## config.mk

```make
export PLATFORM = sky130hd
export DESIGN_NAME = lsu_mem_port
export DESIGN_NICKNAME = d
export VERILOG_FILES = /design/src/rtl/lsu_pkg.sv /design/src/rtl/lsu_align.sv /design/src/rtl/lsu_mem_port.sv
export SDC_FILE = /design/constraint.sdc
export NUM_CORES = 1
export LEC_CHECK = 0
export BUFFER_PORTS_ARGS = -buffer_cell sky130_fd_sc_hd__buf_2
export CAP_MARGIN = 20
export CELL_PAD_IN_SITES_DETAIL_PLACEMENT = 2
export CELL_PAD_IN_SITES_GLOBAL_PLACEMENT = 2
export CORE_MARGIN = 2
export CORE_UTILIZATION = 30
export DETAILED_ROUTE_END_ITERATION = 12
export PLACE_DENSITY_LB_ADDON = 0.1
export SLEW_MARGIN = 10
export SYNTH_ARGS = -nofsm -noshare
export SYNTH_HDL_FRONTEND = slang
export SYNTH_SLANG_ARGS = --single-unit
```

## constraint.sdc

```tcl
create_clock -name clk_i -period 3 [get_ports clk_i]
set_clock_uncertainty 0.15 [all_clocks]
set_input_delay 0.75 -clock clk_i [delete_from_list [all_inputs] [get_ports clk_i]]
set_output_delay 0.75 -clock clk_i [all_outputs]
set_load 0.01 [all_outputs]
```

## src/rtl/lsu_pkg.sv

```systemverilog
// rtl/lsu_pkg.sv - shared types and sizing helpers for the load/store memory port
package lsu_pkg;

  typedef enum logic [1:0] {
    SZ_B = 2'b00,
    SZ_H = 2'b01,
    SZ_W = 2'b10
  } size_e;

  typedef enum logic [1:0] {
    IDLE = 2'b00,
    REQ  = 2'b01,
    WAIT = 2'b10
  } state_e;

  localparam int LSU_TIMEOUT = 16;

  // Counter only has to hold 0..timeout-1 before the timeout fires.
  function automatic int cnt_width(input int timeout);
    return (timeout < 2) ? 1 : $clog2(timeout);
  endfunction

endpackage

```

## src/rtl/lsu_align.sv

```systemverilog
// rtl/lsu_align.sv - store lane replication/byte strobes and load extract/extend
module lsu_align
  import lsu_pkg::*;
(
  input  size_e       size,
  input  logic [1:0]  addr_lo,
  input  logic        uns,
  input  logic [31:0] wdata,
  input  logic [31:0] rdata,
  output logic [3:0]  be,
  output logic [31:0] wdata_rep,
  output logic [31:0] rdata_ext
);

  logic [7:0]  byte_v;
  logic [15:0] half_v;

  assign byte_v = rdata[{addr_lo, 3'b000} +: 8];
  assign half_v = rdata[{addr_lo[1], 4'b0000} +: 16];

  always_comb begin
    be        = 4'b0000;
    wdata_rep = '0;
    rdata_ext = '0;
    case (size)
      SZ_B: begin
        be        = 4'b0001 << addr_lo;
        wdata_rep = {4{wdata[7:0]}};
        rdata_ext = {{24{~uns & byte_v[7]}}, byte_v};
      end
      SZ_H: begin
        be        = 4'b0011 << {addr_lo[1], 1'b0};
        wdata_rep = {2{wdata[15:0]}};
        rdata_ext = {{16{~uns & half_v[15]}}, half_v};
      end
      SZ_W: begin
        be        = 4'b1111;
        wdata_rep = wdata;
        rdata_ext = rdata;
      end
      default: ;
    endcase
  end

endmodule

```

## src/rtl/lsu_mem_port.sv

```systemverilog
// rtl/lsu_mem_port.sv - load/store port between datapath and handshaked data memory
module lsu_mem_port
  import lsu_pkg::*;
#(
  parameter int Width   = 32,
  parameter int TIMEOUT = LSU_TIMEOUT
) (
  input  logic             clk_i,
  input  logic             rst_ni,
  input  logic             req_valid_i,
  output logic             req_ready_o,
  input  logic             req_we_i,
  input  logic [1:0]       req_size_i,
  input  logic             req_unsigned_i,
  input  logic [Width-1:0] req_addr_i,
  input  logic [Width-1:0] req_wdata_i,
  input  logic [4:0]       req_rd_i,
  output logic             mem_req_o,
  output logic             mem_we_o,
  output logic [Width-1:0] mem_addr_o,
  output logic [Width-1:0] mem_wdata_o,
  output logic [3:0]       mem_be_o,
  input  logic             mem_gnt_i,
  input  logic             mem_rvalid_i,
  input  logic [Width-1:0] mem_rdata_i,
  output logic             wb_valid_o,
  output logic [4:0]       wb_rd_o,
  output logic [Width-1:0] wb_data_o,
  output logic             misalign_o,
  output logic             err_o
);

  localparam int CW = cnt_width(TIMEOUT);

  state_e           state_q, state_d;
  logic             we_q, uns_q;
  size_e            size_q;
  logic [Width-1:0] addr_q, wdata_q;
  logic [4:0]       rd_q;
  logic [CW-1:0]    cnt_q;
  logic             wb_valid_q, misalign_q, err_q;
  logic [4:0]       wb_rd_q;
  logic [Width-1:0] wb_data_q;

  logic             req_bad, accept, done, timeout;
  logic [3:0]       be;
  logic [31:0]      wdata_rep, rdata_ext;

  always_comb begin
    req_bad = 1'b0;
    case (size_e'(req_size_i))
      SZ_B:    req_bad = 1'b0;
      SZ_H:    req_bad = req_addr_i[0];
      SZ_W:    req_bad = |req_addr_i[1:0];
      default: req_bad = 1'b1;
    endcase
  end

  always_ff @(posedge clk_i or negedge rst_ni) begin
    if (!rst_ni) state_q <= IDLE;
    else         state_q <= state_d;
  end

  always_comb begin
    state_d = state_q;
    accept  = 1'b0;
    done    = 1'b0;
    timeout = 1'b0;
    case (state_q)
      IDLE: begin
        if (req_valid_i) begin
          accept = 1'b1;
          if (!req_bad) state_d = REQ;
        end
      end
      REQ: begin
        if (mem_gnt_i) begin
          if (mem_rvalid_i) begin
            done    = 1'b1;
            state_d = IDLE;
          end else begin
            state_d = WAIT;
          end
        end
      end
      WAIT: begin
        if (mem_rvalid_i) begin
          done    = 1'b1;
          state_d = IDLE;
        end else if (cnt_q == CW'(TIMEOUT - 1)) begin
          timeout = 1'b1;
          state_d = IDLE;
        end
      end
      default: state_d = IDLE;
    endcase
  end

  always_ff @(posedge clk_i or negedge rst_ni) begin
    if (!rst_ni) begin
      we_q    <= 1'b0;
      uns_q   <= 1'b0;
      size_q  <= SZ_B;
      addr_q  <= '0;
      wdata_q <= '0;
      rd_q    <= '0;
    end else if (accept) begin
      we_q    <= req_we_i;
      uns_q   <= req_unsigned_i;
      size_q  <= size_e'(req_size_i);
      addr_q  <= req_addr_i;
      wdata_q <= req_wdata_i;
      rd_q    <= req_rd_i;
    end
  end

  // Counter restarts every cycle spent in REQ so it is zero on the first WAIT cycle.
  always_ff @(posedge clk_i or negedge rst_ni) begin
    if (!rst_ni)               cnt_q <= '0;
    else if (state_q == REQ)   cnt_q <= '0;
    else if (state_q == WAIT)  cnt_q <= cnt_q + CW'(1);
  end

  always_ff @(posedge clk_i or negedge rst_ni) begin
    if (!rst_ni) begin
      wb_valid_q <= 1'b0;
      wb_rd_q    <= '0;
      wb_data_q  <= '0;
      misalign_q <= 1'b0;
      err_q      <= 1'b0;
    end else begin
      wb_valid_q <= done & ~we_q & (rd_q != 5'd0);
      misalign_q <= accept & req_bad;
      err_q      <= timeout;
      if (done & ~we_q & (rd_q != 5'd0)) begin
        wb_rd_q   <= rd_q;
        wb_data_q <= rdata_ext;
      end
    end
  end

  lsu_align u_align (
    .size      (size_q),
    .addr_lo   (addr_q[1:0]),
    .uns       (uns_q),
    .wdata     (wdata_q),
    .rdata     (mem_rdata_i),
    .be        (be),
    .wdata_rep (wdata_rep),
    .rdata_ext (rdata_ext)
  );

  assign req_ready_o = (state_q == IDLE);
  assign mem_req_o   = (state_q == REQ);
  assign mem_we_o    = mem_req_o & we_q;
  assign mem_addr_o  = mem_req_o ? {addr_q[Width-1:2], 2'b00} : '0;
  assign mem_wdata_o = mem_req_o ? wdata_rep : '0;
  assign mem_be_o    = mem_req_o ? be : 4'b0000;
  assign wb_valid_o  = wb_valid_q;
  assign wb_rd_o     = wb_rd_q;
  assign wb_data_o   = wb_data_q;
  assign misalign_o  = misalign_q;
  assign err_o       = err_q;

endmodule
```

==> flow_results.org, run 1 <==
** Finish
- Layout net count :: 878
- Layout filler cell count :: 2,160
- The area growth from synthesis to layout is 31.3%.
- Utilization after layout :: 39.8%
- The post-route netlist has 47.6% of its cells at a drive strength greater than 1.

** STA
- At the pin with the least slew margin, the transition time is 0.709 ns.
- Share of the cycle needed by the critical path after routing :: ~94%
- Setup repair after global routing left no endpoint under its margin.
- Setup violations remaining at the end of the flow were counted as 0.
- Worst max-slew margin expressed relative to the limit :: 52.6%
- Final hold violation count :: 0
- Once routing completed, OpenROAD measured the worst setup slack at 0.191 ns.
- Count of final max-slew check failures :: 0
- Fmax :: 0.356 GHz
- Setup Total Neg Slack :: 0 ns
- Time the final worst path needs with I/O delays and setup :: 2.81 ns

** Synth
- The largest total area in the synthesized netlist belongs to dfrtp_1.
- Commonest register cell after synthesis :: dfrtp_1
- Cell Area, Synth :: 0.00609 sq mm
- Largest cells by area after synthesis :: dfrtp_1 49%, mux2_2 16%, a21oi_1 3.8%
- Sequential elements use between 40 and 50% of the synthesized area.
- Proportion of netlist area held by the largest area contributor :: 48.9%
- The synthesized design contains 0 enable-type register cells.
- Ranking of synthesized cells by instance count :: 119 x dfrtp_1, 85 x mux2_2, 46 x a21oi_1
- Counting distinct cell types in the post-synthesis netlist gives 43.
- Cell count after synthesis :: 561
- Async SR Flop Fraction :: 100%
- In this run, synthesis produced a sequential element count of 119.
- The average instance in the mapped netlist occupies around 11 sq um.
- For this run, the number of Yosys warnings is 0.
- Most repeated cell in the gate-level netlist after synthesis :: dfrtp_1

** Worst setup path
- At the worst endpoint, the arrival time is 1.91 ns.
- On the worst path, the slowest cell contributes a delay of ~0.45 ns.
- Required time of the worst setup path :: around 2.1 ns
- Traced cell by cell, the critical path runs through buf_4 > nor2_1 > a21o_1 > and2_1 > buf_2.
- Grouping stages by cell kind, the critical path spends the most delay in buffers and inverters.
- Slowest cell on crit path :: dfrtp_1
- Along the worst path, the maximum fanout reaches 30.
- The worst setup path is of the reg2out kind.
- The critical path runs through a total of 5 cells.
- Path depth of the worst reg2reg path :: 6
- Category of the worst setup path launch point :: flip-flop
- Worst path buffer plus inverter count :: 2
- STA classifies the critical path endpoint as an output pin.

** Global routing
- The number of antenna violations at the first check in global routing is 8.
- Global routing usage summed across all routing layers :: 19.6%
- Vias in the first global route :: 5,820
- The total overflow left after global routing is 0.
- Largest net degree at the start of global routing :: 73
- The first global-routing pass estimated between 30 and 40 mm of wire.

** Placed design
- Port buffer count :: roughly 220
- The congestion estimate from routability-driven global placement came to roughly 0.74.
- Detailed placer's ending HPWL :: 15.0 mm
- Post-Place Worst Slack :: 0.338 ns

** CTS
- Hold Buf Count CTS :: 0
- Max H-tree Level :: 4
- Clock-pin slew was measured on the worst setup and hold paths at 0.06 ns.
- In this run the post-CTS setup repair buffer count came out at 0.
- The clock reaches the later pin of the worst-skew pair after 0.42 ns.
- The longest clock path from root to sink contains 2 buffers.
- Inserted Clock Buffers :: 17
- Cells resized by post-CTS repair :: 0
- Counting every sink on the clock net gives 119.
- TritonCTS clock tree :: built
- CTS placed an instance of clkbuf_16 at the clock tree root.

** Detailed routing
- The count of nets left with antenna violations once routing finished came out at 0.
- In the routed layout, each cell is associated on average with a via count of 5.00.
- The first TritonRoute pass finished after 4 iterations.
- Total vias in the final route :: 5,247
- Number of DRC violations after detailed routing :: 0
- DRC violation total after the first TritonRoute iteration :: about 160
- For this block, the routed nets add up to approximately 21 mm of wire.
- WL per Instance :: 19.7 um

** Worst hold path
- Worst Hold Class :: in2async

** Floorplan
- Horizontal die dimension :: 146 um
- Number of top-level pins :: 221
- Initial Util :: 30.3%
- The floorplan step defined a die boundary enclosing 0.0215 sq mm.
- From bottom edge to top edge, the die measures approximately 150 um.
- The floorplan step defined a core boundary enclosing 0.0201 sq mm.
- Number of placement rows :: 52

** Power
- Pwr dens :: 1190 mW/mm^2
- Worst IR Drop VDD :: between 400 and 500 uV
- Standby leakage power :: 3.74 nW
- The design draws 9.51 mW.

** Status
- The run finished with clean final reports.

** Job
- Maximum Capacitance Violations :: 0
## stage by stage
| stage | cells | hold WS, ns | instance area, sq um |
|---|---|---|---|
| global route | 1047 | 0.147 | 7990 |
| finish | 1049 | 0.125 | 8000 |
| floorplan | 562 | 0.304 | 6090 |
| detailed placement | 1015 | 0.337 | 7440 |
| CTS | 1047 | 0.126 | 7990 |
| global placement | 1015 | 0.330 | 7440 |
## routing by layer
| metal | up-vias | GRT usage (%) | part of all wire (%) |
|---|---|---|---|
| li1 | 2411 | - | - |
| met1 | 2657 | 24.3 | 42 |
| met2 | 149 | 33.2 | 50 |
| met3 | 22 | 5.97 | 6.1 |
| met4 | 8 | 5.24 | 1.1 |
| met5 | - | 0 | 0.23 |
## layout make-up
type | instances | area (sq um) | area share [%]
sequential | 119 | 2980 | 37.2
multi-input combinational | 385 | 2860 | 35.7
timing repair buffer | 233 | 1240 | 15.6
clock buffer | 17 | 425 | 5.32
tap | 270 | 338 | 4.22
clock inverter | 15 | 120 | 1.50
inverter | 8 | 30.0 | 0.376
antenna | 2 | 5.00 | 0.0626
## worst reg2reg max path: stages (launching register included)
cell	delay (ns)
dfrtp_1	0.41
inv_1	0.09
ha_1	0.43
nand2_1	0.16
or3_1	0.50
nor3_4	0.65
a311oi_1	0.11
## registers in the layout, indices dropped and copies added (netlist names)
register and count:
wb_data_o 32, wb_valid_o 1, wb_rd_o 5, addr_q 32, cnt_q 4, wdata_q 32, uns_q 1, size_q 2
we_q 1, state_q 2, err_o 1, misalign_o 1, rd_q 5
## cell usage in the layout, fill, tap and decap left out, drive strengths merged, types with 2 or more instances in the layout
cell type / n
buf: 233
dfrtp: 119
mux2: 85
a21oi: 47
and2: 34
nand2: 32
nor2b: 29
nor2: 19
o21ai: 19
nand3: 18
a311oi: 17
clkbuf: 17
inv: 12
mux2i: 9
nand3b: 9
a22oi: 8
and3: 8
a221oi: 7
a31o: 7
a31oi: 7
nor3: 6
clkinv: 6
clkinvlp: 5
ha: 4
mux4: 3
diode: 2
o21a: 2
o22ai: 2
or3: 2
nor3b: 2
conb: 2
nand2b: 2
## cell families (layout without fill, tap and decap cells)
| group | Yosys count | after routing | share of synthesized area, % |
|---|---|---|---|
| AO/OA/AOI/OAI | 119 | 119 | 12.5 |
| adder cells (fa/ha/maj) | 4 | 4 | 0.822 |
| buffers and inverters | 58 | 273 | 4.54 |
| flip-flops | 119 | 119 | 48.9 |
| multiplexers | 97 | 97 | 18.3 |
| other | 1 | 4 | 0.0616 |
| AND/OR/NAND/NOR | 163 | 163 | 14.9 |
## final timing paths
check	slack [ns]	endpoint	start
max	0.19	mem_be_o[0]	size_q[1]$_DFFE_PN0N_
min	0.13	rd_q[4]$_DFFE_PN0N_	rst_ni
max reg2reg	0.35	wb_data_o[18]$_DFFE_PN0P_	state_q[1]$_DFFE_PN0P_
min reg2reg	0.35	wb_rd_o[0]$_DFFE_PN0P_	wb_rd_o[0]$_DFFE_PN0P_
max in group asynchronous	1.75	wb_data_o[4]$_DFFE_PN0P_	rst_ni
min in group clk_i	0.35	wb_rd_o[0]$_DFFE_PN0P_	wb_rd_o[0]$_DFFE_PN0P_
## power by group
part	internal [mW]	leakage (nW)	switching [mW]
Clock	1.07	0.255	0.838
Combinational	2.14	2.07	2.49
Sequential	2.41	1.42	0.551
Total	5.63	3.74	3.88
Power figures use the tool's default switching activity.
==> run 2, diff against run 1 <==
PLACE_DENSITY = 0.79   (was default)
PLACE_DENSITY_LB_ADDON = default   (was 0.1)
==> run 2 against run 1 <==
  * Die area stayed put
  * Cell count is 0.29% higher
  * Sequential share of layout area is 0.23 points lower
  * Non-clock buffer count is 3 higher
  * Wire length is 2.4% higher
  * Clock-buffer cell count is 1 higher
  * Power is 2.1% higher
==> flow_results.org, run 2 (synthesis gave the netlist of run 1 again) <==
** Detailed routing
- After detailed routing, the number of remaining DRC violations is 0.
- Iteration count of the initial detailed-routing pass :: 4
- The count of nets left with antenna violations once routing finished came out at 0.
- After the first detailed-routing iteration, the DRC count stood at 169.
- Routed wire length :: 21.2 mm
- Detailed-route vias per instance :: ~5
- In the final routed layout, each cell accounts on average for 20.1 um.
- Total vias in the final route :: 5,270

** Power
- Summing internal, switching and leakage power gives 9.71 mW.
- Standby leakage power :: 3.78 nW
- Worst IR Drop VDD :: between 400 and 500 uV
- In this run the power density over the cells is between 1000 and 1500 mW/mm^2.

** CTS
- Total number of clock tree sinks :: 119
- Clock tree synthesis selected as its root buffer the cell clkbuf_16.
- At the later pin of the worst-skew pair, clock insertion delay measures roughly 0.42 ns.
- Max H-tree Level :: 4
- The clock passes through at most 2 buffers.
- CTS clk-pin slew, worst paths :: approximately 0.060 ns
- Post-CTS timing repair inserted 0 buffers for setup.
- The number of clock buffers added by TritonCTS is 17.
- TritonCTS clock tree :: built

** Floorplan
- The die is 146 um wide.
- After floorplanning, the core was sized to cover 0.0201 sq mm.
- Number of top-level pins :: 221
- Number of placement rows :: 52
- Initial Util :: between 30 and 40%
- The floorplan step defined a die boundary enclosing 0.0215 sq mm.
- Measured along the y axis, the die boundary spans 146 um.

** STA
- Fin worst setup slack :: between 0.15 and 0.2 ns
- For the pin with the worst max-slew slack, the measured transition is 0.645 ns.
- Count of final max-slew check failures :: 0
- Measured against its own limit, the worst slew margin works out to 56.9%.
- Share of the cycle needed by the critical path after routing :: a little over nine tenths
- Setup violations remaining at the end of the flow were counted as 0.
- Time the final worst path needs with I/O delays and setup :: 2.83 ns
- Setup Total Neg Slack :: 0 ns
- The number of hold violations in the final report was 0.
- Timing would allow up to ~0.35 GHz.
- Setup repair after global routing left no endpoint under its margin.
- Final hold analysis gives a worst-case slack of 0.180 ns.

** Finish
- Commonest cells after routing, fill and taps aside :: 217 x buf_2, 119 x dfrtp_1, 85 x mux2_2, 46 x a21oi_1, 34 x and2_1
- Leaving out fill and tap cells, the most frequent cell in the layout is buf_2.
- Excluding fillers, the count of instances in the completed layout stands at between 1,000 and 1,500.
- Of the cells placed in the final design, the portion with a size suffix greater than 1 is 47.6%.
- Design Area, Final :: 0.00805 sq mm
- The area growth from synthesis to layout is 32.1%.
- Layout net count :: 881
- Once layout is complete, the utilization of the core stands at 40.0%.
- Layout filler cell count :: around 2,200

** Global routing
- The via count of the first global-routing pass was 6,017.
- Global routing finished with a remaining overflow of 0.
- Entering global routing, the biggest net connects 43 pins.
- The first global-routing pass estimated 34.6 mm of wire.
- In the global route stage, overall resource usage came out at slightly above 20%.
- Antenna violations before repair :: 2

** Job
- Max-cap violations in this run came to 0.

** Worst setup path
- The cell family contributing the most delay on the critical path is flip-flops.
- FF-to-FF End :: wb_data_o[22]$_DFFE_PN0P_
- Data on the critical path arrives at its endpoint at 1.93 ns.
- Worst path buffer plus inverter count :: 2
- Source of the worst register-to-register timing path :: state_q[1]$_DFFE_PN0P_
- Slowest cell on crit path :: dfrtp_1
- On the worst path, the slowest cell contributes a delay of 0.51 ns.
- The worst setup path is captured at an output pin.
- Category of the worst setup path launch point :: flip-flop
- Critical path class :: reg2out
- Required time of the worst setup path :: ~2.1 ns
- The critical path runs through a total of 5 cells.
- The number of cells on the worst reg-to-reg path is 6.
- Reg2reg setup slack :: 0.37 ns
- The most critical setup path has its startpoint at size_q[1]$_DFFE_PN0N_.
- Peak fanout along the critical path :: 24
- Walking the worst path, the cells encountered are nor2b_2 > buf_4 > a21oi_1 > nor2b_1 > buf_2.
- In this run the worst setup path terminates at mem_wdata_o[9].

** Placed design
- At the end of routability-driven placement, the weighted congestion stood at 0.794.
- Including well taps, the total number of placed cells is 1,018.
- OpenSTA, run right after detailed placement, puts the worst setup slack at 0.390 ns.
- The count of buffers added on input and output ports is 218.
- The HPWL after detailed placement is 16.1 mm.
- Summing all placed instances gives a cell area of 0.00744 sq mm.

** Worst hold path
- The worst hold path belongs to the class in2async.

** Status
- Run status :: completed
run 2: cell types whose count changed in the layout (fill, tap and decap cells not counted), moves of 2 or more:
cell	before	now
bufinv_16	0	2
buf_4	13	17
clkinvlp_4	5	3
buf_12	3	1
run 2: routing by layer:
| layer | part of all wire, % | global-route usage (%) | vias to the layer above |
|---|---|---|---|
| met5 | 0.061 | 0 | - |
| met4 | 1.1 | 5.49 | 2 |
| met3 | 6.2 | 5.22 | 21 |
| met2 | 50 | 35.6 | 168 |
| met1 | 42 | 25.7 | 2659 |
| li1 | - | - | 2420 |
run 2: where the power goes:
| group | internal [mW] | switching (mW) | leakage, nW |
|---|---|---|---|
| registers | 2.42 | 0.589 | 1.42 |
| logic | 2.14 | 2.52 | 2.07 |
| clock network | 1.25 | 0.797 | 0.283 |
run 2: timing repair:
action                                  in CTS  in global routing
endpoints found under the setup margin       0                 31
endpoints found under the hold margin        0                  0
gates resized for setup                      0                  2
hold buffers                                 0                  0
run 2: layout make-up:
class | instances | area [sq um] | share of cell area, %
inverters | 8 | 30.0 | 0.373
flip-flops and latches | 119 | 2980 | 37.0
well taps | 270 | 338 | 4.20
repair buffers | 236 | 1240 | 15.5
multi-input cells | 385 | 2860 | 35.6
clock inverters | 14 | 150 | 1.87
clock buffers | 18 | 439 | 5.46
diodes | 2 | 5.00 | 0.0622
run 2: worst min path at each step:
stage	from	endpoint	slack [ns]	cells after the start
3_3_place_gp	wb_rd_o[2]$_DFFE_PN0P_	wb_rd_o[2]$_DFFE_PN0P_	0.33	1
6_report	rst_ni	addr_q[17]$_DFFE_PN0N_	0.18	1
5_1_grt	rst_ni	addr_q[22]$_DFFE_PN0N_	0.21	1
4_1_cts	rst_ni	addr_q[23]$_DFFE_PN0N_	0.19	1
3_5_place_dp	addr_q[22]$_DFFE_PN0N_	addr_q[22]$_DFFE_PN0N_	0.34	1
2_1_floorplan	rst_ni	addr_q[0]$_DFFE_PN0N_	0.30	0
run 2: worst reg2reg max path, stage by stage, from the launching register on:
cell      delay [ns]
dfrtp_1         0.40
inv_1           0.11
ha_1            0.44
nand2_1         0.15
or3_1           0.48
nor3_4          0.60
a311oi_1        0.14
==> run 3, diff against run 2 <==
SETUP_SLACK_MARGIN = 0.5   (was default)
==> run 3 against run 2 <==
  * Power increased by 17%
  * Cell area increased by 10%
  * Critical path depth increased by 1
  * Wire length increased by 8.2%
  * Sequential power increased by 1%
  * First-iteration DRC count increased by 1.2%
  * Non-clock buffer count increased by 26
  * Via count increased by 3.3%
  * Critical path type unchanged
  * Largest power group unchanged
==> flow_results.org, run 3 (synthesis gave the netlist of run 1 again) <==
** Status
- The run finished with clean final reports.

** CTS
- Hold Buf Count CTS :: 0
- For the worst-skew pair, the clock arrives at the later sink with an insertion delay of 0.41 ns.
- TritonCTS built the clock tree.
- The tree is rooted in a clkbuf_16.
- The H-tree was split into 4 levels.
- Counting the buffers created by CTS gives 17.
- Counting along the longest clock path gives a buffer depth of 2.
- After clock tree synthesis, the clock-pin slew on the worst setup and hold paths is around 0.060 ns.
- Total number of clock tree sinks :: 119

** Finish
- The area growth from synthesis to layout is 45.9%.
- The library cell used most frequently in the layout, excluding fill and tap cells, is buf_2.
- The post-route netlist has 55.5% of its cells at a drive strength greater than 1.
- Once layout is complete, the utilization of the core stands at 44.2%.
- Leaving out fill and tap cells, the most frequent cells in the layout are 182 x buf_2, 117 x dfrtp_1, 85 x mux2_2, 45 x a21oi_1, 40 x buf_6.
- Layout net count :: 907

** Worst setup path
- In this run the worst path has a maximum fanout of 9.
- Path depth of the worst reg2reg path :: 10
- STA puts the critical path data required time at 2.10 ns.
- The endpoint identified for the worst register-to-register timing path is wb_data_o[22]$_DFFE_PN0P_.
- Data arrival at the endpoint of the critical path :: 1.75 ns
- The critical path in this run is classified as reg2out.
- Element type at the critical path end :: output pin
- The worst register-to-register path has a setup slack of 0.54 ns.
- Source of the worst register-to-register timing path :: state_q[1]$_DFFE_PN0P_
- Category of the worst setup path launch point :: flip-flop

** Detailed routing
- Before antenna repair, the detailed router went through 4 iterations.
- For this run, design rule violations remaining after detail routing come to 0.
- Routed wire length :: ~23 mm
- Total vias in the final route :: 5,445
- WL per Instance :: between 20 and 25 um
- In this run the remaining antenna-violating nets after routing total 0.
- Detailed-route vias per instance :: 5.05
- The first routing iteration left about 170 violations.

** Power
- Pwr dens :: 1270 mW/mm^2
- Worst IR Drop VDD :: just under 600 uV
- Standby leakage power :: approximately 4 nW

** Placed design
- Port buffer count :: 218
- RD Place Congestion :: 0.794
- Post-Place Worst Slack :: 0.390 ns
- Detailed placer's ending HPWL :: 16.1 mm

** Floorplan
- The total area inside the core boundary comes to 0.0201 sq mm.
- Initial Util :: 30.3%
- Horizontal die dimension :: 146 um
- DIE HEIGHT :: 146 um
- about 220 I/O pins were placed.
- In this run the core area contains 52 standard-cell rows.
- Area of the die :: 0.0215 sq mm

** Global routing
- Global-route congestion overflow total :: 0
- Antenna violations before repair :: 2
- In the global route stage, overall resource usage came out at a little over a fifth.
- Entering global routing, the biggest net connects 43 pins.
- Vias in the first global route :: 6,101
- Global-route wire length before repair :: between 30 and 40 mm

** STA
- Setup repair after global routing could not meet its margin everywhere.
- Fin worst setup slack :: between 0.3 and 0.4 ns
- Summed over all failing endpoints, the final setup total negative slack is 0 ns.
- Setup violations remaining at the end of the flow were counted as 0.
- Static timing analysis puts the maximum clock frequency at between 0.3 and 0.4 GHz.
- After layout, the worst path uses 88.3% of the clock period.
- Count of final max-slew check failures :: 0
- Worst max-slew margin expressed relative to the limit :: 60.6%
- The clock period could shrink to 2.65 ns.
- Across all hold checks on the routed design, the worst slack comes to 0.181 ns.
- Least-Margin Pin Slew :: 0.591 ns
- The number of hold violations in the final report came to 0.

** Job
- Max-cap violations in this run came to 0.

** Worst hold path
- Worst Hold Class :: in2async
==> run 3: worst max-delay path: stages, from the launching register on <==
cell and delay [ns]:
dfrtp_2 0.46, buf_12 0.17, mux2i_2 0.15, nor2_2 0.15, a21oi_1 0.08, nor2b_1 0.17
buf_2 0.16
==> run 3: cell type report <==
| cell class | count | area, sq um |
|---|---|---|
| diodes | 2 | 5.00 |
| clock buffers | 18 | 439 |
| clock inverters | 14 | 150 |
| fillers | 2088 | 11200 |
| inverters | 8 | 32.5 |
| multi-input cells | 385 | 3000 |
| flip-flops and latches | 119 | 2980 |
| well taps | 270 | 338 |
| repair buffers | 262 | 1930 |
==> run 3: repair_timing <==
action | CTS | global route
endpoints found under the setup margin | 84 | 92
gates resized for setup | 19 | 92
hold endpoints to repair | 0 | 0
pin swaps | 1 | 2
setup buffers | 7 | 10
cloned | 3 | 6
==> run 3: how the worst max path moves through the flow <==
stage / start / end / depth (start not counted)
floorplan: state_q[1]$_DFFE_PN0P_ / mem_addr_o[13] / 6
global placement: state_q[1]$_DFFE_PN0P_ / mem_wdata_o[29] / 5
detailed placement: state_q[1]$_DFFE_PN0P_ / wb_data_o[22]$_DFFE_PN0P_ / 6
CTS: size_q[1]$_DFFE_PN0N_ / mem_be_o[0] / 5
global route: size_q[0]$_DFFE_PN0N_ / mem_wdata_o[9] / 6
finish: size_q[0]$_DFFE_PN0N_ / mem_wdata_o[9] / 6
==> run 3: where the power goes <==
group / switching, mW / leakage (nW) / total [mW] / internal, mW
combinational: 2.92 / 2.39 / 6.24 / 3.32
clock: 0.788 / 0.283 / 2.04 / 1.25
sequential: 0.617 / 1.42 / 3.04 / 2.42
==> run 3: stage by stage <==
stage,cell area (sq um),cells,power (mW)
2_1_floorplan,6090,562,5.92
3_3_place_gp,7440,1018,7.41
3_5_place_dp,7440,1018,7.72
4_1_cts,8270,1060,10.3
5_1_grt,8880,1076,12.1
6_report,8880,1078,11.3
==> run 3: layer usage <==
| layer | part of all wire (%) | track usage (%) |
|---|---|---|
| met5 | 0.057 | 0 |
| met3 | 5.5 | 5.16 |
| met4 | 0.70 | 5.39 |
| met2 | 52 | 36.6 |
| met1 | 41 | 26.1 |
